**src/rtl/alu_74382_nibble_seq_pkg.sv**
```systemverilog
// alu_74382_nibble_seq_pkg: shared 74382 slice widths, operation encoding and sequencer state type
package alu_74382_nibble_seq_pkg;
    localparam int ORIG_OPERAND_W = 4;
    localparam int ORIG_RESULT_W  = 4;
    localparam int SELECT_W       = 3;
    typedef enum logic [SELECT_W-1:0] {
        OP_CLEAR   = 3'd0,
        OP_B_SUB_A = 3'd1,
        OP_A_SUB_B = 3'd2,
        OP_ADD     = 3'd3,
        OP_XOR     = 3'd4,
        OP_OR      = 3'd5,
        OP_AND     = 3'd6,
        OP_PRESET  = 3'd7
    } e_operation;
    typedef enum logic [1:0] {IDLE, RUN, DONE} e_seq_state;
    function automatic int nibble_count(input int width);
        return width / ORIG_OPERAND_W;
    endfunction
endpackage

```
**src/rtl/alu_74382_nibble_seq.sv**
```systemverilog
// alu_74382_nibble_seq: runs a WIDTH-bit operation through an external 4-bit 74382 slice, one nibble per cycle, LSB first
// Ports: in_valid/in_ready/in_op/in_a/in_b/in_cn request side; alu_* drive and read the external slice;
//        out_valid/out_ready/out_f/out_cn/out_ovr result side; clk rising edge, rst_n async active-low.
module alu_74382_nibble_seq
    import alu_74382_nibble_seq_pkg::*;
#(
    parameter int WIDTH = 16
) (
    input  logic                      clk,
    input  logic                      rst_n,
    input  logic                      in_valid,
    output logic                      in_ready,
    input  e_operation                in_op,
    input  logic [WIDTH-1:0]          in_a,
    input  logic [WIDTH-1:0]          in_b,
    input  logic                      in_cn,
    output e_operation                alu_sel,
    output logic [ORIG_OPERAND_W-1:0] alu_a,
    output logic [ORIG_OPERAND_W-1:0] alu_b,
    output logic                      alu_cn,
    input  logic [ORIG_RESULT_W-1:0]  alu_f,
    input  logic                      alu_cn4,
    input  logic                      alu_ovr,
    output logic                      out_valid,
    input  logic                      out_ready,
    output logic [WIDTH-1:0]          out_f,
    output logic                      out_cn,
    output logic                      out_ovr
);
    localparam int NIBBLES = nibble_count(WIDTH);
    localparam int CNT_W   = NIBBLES > 1 ? $clog2(NIBBLES) : 1;
    localparam logic [CNT_W-1:0] LAST = CNT_W'(NIBBLES - 1);

    generate
        if (WIDTH <= 0 || WIDTH % ORIG_OPERAND_W != 0) begin : g_bad_width
            $error("WIDTH must be a non-zero multiple of ORIG_OPERAND_W");
        end
    endgenerate

    e_seq_state       state;
    e_operation       op_q;
    logic [WIDTH-1:0] a_q, b_q, res_q;
    logic [CNT_W-1:0] cnt_q;
    logic             carry_q, cn_q, ovr_q;
    logic             run;

    assign run       = state == RUN;
    assign in_ready  = state == IDLE;
    assign out_valid = state == DONE;
    assign out_f     = res_q;
    assign out_cn    = cn_q;
    assign out_ovr   = ovr_q;
    assign alu_sel   = run ? op_q : OP_CLEAR;
    assign alu_a     = run ? a_q[cnt_q*ORIG_OPERAND_W +: ORIG_OPERAND_W] : '0;
    assign alu_b     = run ? b_q[cnt_q*ORIG_OPERAND_W +: ORIG_OPERAND_W] : '0;
    assign alu_cn    = run & carry_q;

    always_ff @(posedge clk or negedge rst_n) begin
        if (!rst_n) begin
            state   <= IDLE;
            op_q    <= OP_CLEAR;
            a_q     <= '0;
            b_q     <= '0;
            res_q   <= '0;
            cnt_q   <= '0;
            carry_q <= 1'b0;
            cn_q    <= 1'b0;
            ovr_q   <= 1'b0;
        end else begin
            case (state)
                IDLE: if (in_valid) begin
                    state   <= RUN;
                    op_q    <= in_op;
                    a_q     <= in_a;
                    b_q     <= in_b;
                    carry_q <= in_cn;
                    cnt_q   <= '0;
                end
                RUN: begin
                    res_q[cnt_q*ORIG_OPERAND_W +: ORIG_OPERAND_W] <= alu_f;
                    carry_q <= alu_cn4;
                    // counter parks on the last index instead of wrapping
                    cnt_q   <= cnt_q == LAST ? cnt_q : cnt_q + 1'b1;
                    if (cnt_q == LAST) begin
                        state <= DONE;
                        cn_q  <= alu_cn4;
                        ovr_q <= alu_ovr;
                    end
                end
                DONE: if (out_ready) state <= IDLE;
                default: state <= IDLE;
            endcase
        end
    end
endmodule

```
**config.mk**
```make
export PLATFORM = sky130hd
export DESIGN_NAME = alu_74382_nibble_seq
export DESIGN_NICKNAME = d
export VERILOG_FILES = /design/src/rtl/alu_74382_nibble_seq_pkg.sv /design/src/rtl/alu_74382_nibble_seq.sv
export SDC_FILE = /design/constraint.sdc
export NUM_CORES = 1
export LEC_CHECK = 0
export CELL_PAD_IN_SITES_DETAIL_PLACEMENT = 1
export CELL_PAD_IN_SITES_GLOBAL_PLACEMENT = 1
export CORE_ASPECT_RATIO = 1.75
export CORE_UTILIZATION = 38
export DETAILED_ROUTE_END_ITERATION = 12
export PLACE_DENSITY = 0.82
export SETUP_SLACK_MARGIN = 0.3
export SLEW_MARGIN = 20
export SYNTH_ARGS = -nofsm -noshare
export SYNTH_HDL_FRONTEND = slang
export SYNTH_SLANG_ARGS = --single-unit
```
**constraint.sdc**
```tcl
create_clock -name clk -period 2.76 [get_ports clk]
set_clock_uncertainty 0.05 [all_clocks]
set_input_delay 0.552 -clock clk [delete_from_list [all_inputs] [get_ports clk]]
set_output_delay 0.552 -clock clk [all_outputs]
set_load 0.005 [all_outputs]
```
==> impl_metrics.env <==
export IMPL_status="finished, final reports clean"
export IMPL_syn_area_um2=2685
export IMPL_synthCells=174
export IMPL_reg2reg_to="out_f[9]"
export IMPL_highest_layer="met4"
export IMPL_place_hpwl_mm=4.747
export IMPL_wl_mm=6.485
export IMPL_grt_pass1_vias=2059
export IMPL_routed_wl_met2_mm=3.805
export IMPL_coreArea_um2=6857
export IMPL_rsz0062_at_grt="yes"
export IMPL_synth_compound_area_frac=0.06477
export IMPL_vdd_ir_drop_max_mv=0.7257
export IMPL_worst_slew_pin_slew_ns=0.6978
export IMPL_synth_mux_area_frac=0.2288
export IMPL_worst_endpoint_required_ns=2.16
export IMPL_routabilityCongestion=0.7365
export IMPL_slew_viol_final=0
export IMPL_power_density_nw_per_um2=1223
export IMPL_hold_viol=0
export IMPL_grt_pass1_wl_mm=10.71
export IMPL_maxCapViolCount=0
export IMPL_viasPerCell=5.106
export IMPL_clockBufferDepth=2
export IMPL_synth_ff_type="dfrtp_1"
export IMPL_cts_hold_buffers_added=0
export IMPL_drtIter0Drc=65
export IMPL_grt_usage=0.2003
export IMPL_grt_antenna_before_repair=0
export IMPL_netlist_top_cells_count="58 x dfrtp_1, 34 x mux2_2, 16 x a22o_1"
export IMPL_hold_slack_ns=0.2191
export IMPL_yosysTopAreaCell="dfrtp_1"
export IMPL_clk_pin_slew_ns=0.05
export IMPL_die_area_um2=7419
export IMPL_synth_fp_nets=225
export IMPL_numCtsBuffers=9
export IMPL_wl_met3_um=246
export IMPL_tns_ns=0
export IMPL_fin_nets=319
export IMPL_drc=0
export IMPL_post_route_util=0.5734
export IMPL_yosysMostFrequentCell="dfrtp_1"
export IMPL_diodes=0
export IMPL_antenna_left=0
export IMPL_num_rows=40
export IMPL_die_w_um=65.54
export IMPL_setup_viol=0
export IMPL_path_max_fanout=3
export IMPL_synth_edf_count=0
export IMPL_yosysWarnings=0
export IMPL_fin_crit_sh=0.8857
export IMPL_die_y_um=113.2
export IMPL_grt_remaining_overflow=0
export IMPL_reg2reg_depth=8
export IMPL_critPathKind="reg -> out"
export IMPL_area_growth_pct=46.41
export IMPL_vias=1823
export IMPL_p_leak_uw=0.001707
export IMPL_drive_above_1_share=0.3187
export IMPL_dr_pass1_iters=4
export IMPL_clk_latency_ns=0.32
export IMPL_ios=78
export IMPL_io_buffers=77
export IMPL_worstSetupEndpointType="primary output"
export IMPL_synthAdderAreaFrac=0.02330
export IMPL_hold_path_class="in -> async"
export IMPL_max_freq_mhz=409.1
export IMPL_synth_xor_area_share=0
export IMPL_cp_start_kind="flip-flop"
export IMPL_post_drt_wl_per_cell_um=18.17
export IMPL_synth_seq_area_share=0.5405
export IMPL_start_util=0.3916
export IMPL_synth_area_per_cell_um2=15.43
export IMPL_clock_sinks=58
export IMPL_ys_types=29
export IMPL_synth_top_area_frac=0.5405
export IMPL_r2r_setup_slack_ns=0.63
export IMPL_maxSlewHeadroom=0.5348
export IMPL_finalCriticalPeriod_ns=2.444
export IMPL_root_buffer="clkbuf_16"
export IMPL_synth_top_family_by_area="multiplexers"
export IMPL_rr_startpoint="cnt_q[0]"
export IMPL_htreeDepth=3
export IMPL_ys_ff_latch=58
export IMPL_cts_tree="yes"
export IMPL_grt_max_degree=37
export IMPL_synth_simple_area_share=0.1090
export IMPL_synthArstFlopShare=1.000
export IMPL_wl_met1_mm=2.313
export IMPL_netlist_top_cells_area="dfrtp_1 54%, mux2_2 14%, a22o_1 5.2%"
export IMPL_critPathArrivalTime_ns=1.84
## area by class of cell
| class | instances | area (um^2) |
|---|---|---|
| clock buffer | 14 | 264.0 |
| clock inverter | 2 | 35.03 |
| fill | 681 | 2925 |
| inverter | 4 | 15.01 |
| multi-input combinational | 104 | 1151 |
| sequential | 58 | 1453 |
| tap | 84 | 105.1 |
| timing repair buffer | 91 | 908.4 |
## metal layers
layer,track usage,vias up
li1,-,830
met1,0.2074,932
met2,0.3677,51
met3,0.04738,10
met4,0.09130,0
met5,0,-
## what timing repair did
item	4_1_cts	5_1_grt
endpoints found under the setup margin	10	8
buffers inserted	4	3
gates resized for setup	11	13
pin swaps	0	1
## stage by stage
step                power [uW]  area (um^2)  setup WS (ns)  std cells
detailed placement        3633         3565         0.4543        334
global route              5110         3931         0.2494        357
global placement          3539         3565         0.5035        334
CTS                       4787         3895         0.1891        354
finish                    4809         3931         0.3155        357
floorplan                 2718         2685         0.8290        174
## report_power, final
| part | leakage (uW) | internal, uW | total (uW) | switching [uW] |
|---|---|---|---|---|
| Sequential | 0.000715 | 1280 | 1540 | 260 |
| Combinational | 0.000845 | 1350 | 2160 | 809 |
| Clock | 0.000147 | 746 | 1110 | 361 |
## worst max-delay path, stage by stage (launching register included)
cell and delay [ns]:
dfrtp_1 0.38, buf_6 0.12, buf_4 0.12, mux4_2 0.48, and2_4 0.17, dlygate4sd2_1 0.25
## kinds of logic (layout without fill, tap and decap cells)
family | after synthesis | after routing
multiplexers | 46 | 46
buffers and inverters | 12 | 111
AND/OR/NAND/NOR | 31 | 31
flip-flops | 58 | 58
AO/OA/AOI/OAI | 22 | 22
adder cells (fa/ha/maj) | 5 | 5
## worst max path at each step
stage	slack, ns	start	end	depth (start not counted)
floorplan	0.83	cnt_q[1]	out_f[10]	6
global placement	0.50	cnt_q[0]	alu_a[1]	4
detailed placement	0.45	cnt_q[0]	alu_a[1]	4
CTS	0.19	cnt_q[0]	alu_a[0]	4
global route	0.25	cnt_q[0]	alu_a[3]	5
finish	0.32	cnt_q[0]	alu_a[3]	5
## flip-flops by register name (all words and copies together), names as in the netlist
register and count:
out_cn 1, a_q 16, b_q 16, out_ovr 1
out_f 16, carry_q 1, state 2, op_q 3
cnt_q 2
## placed cells by master (no fill, tap or decap), drive strengths merged, types with 4 or more instances in the layout
cell and n:
dfrtp 58, clkdlybuf4s50 68, inv 4, clkbuf 16, ha 5, buf 15, mux2 37, a22o 16
and2 12, mux4 8
Note: power is estimated with default switching activity, not from simulation.
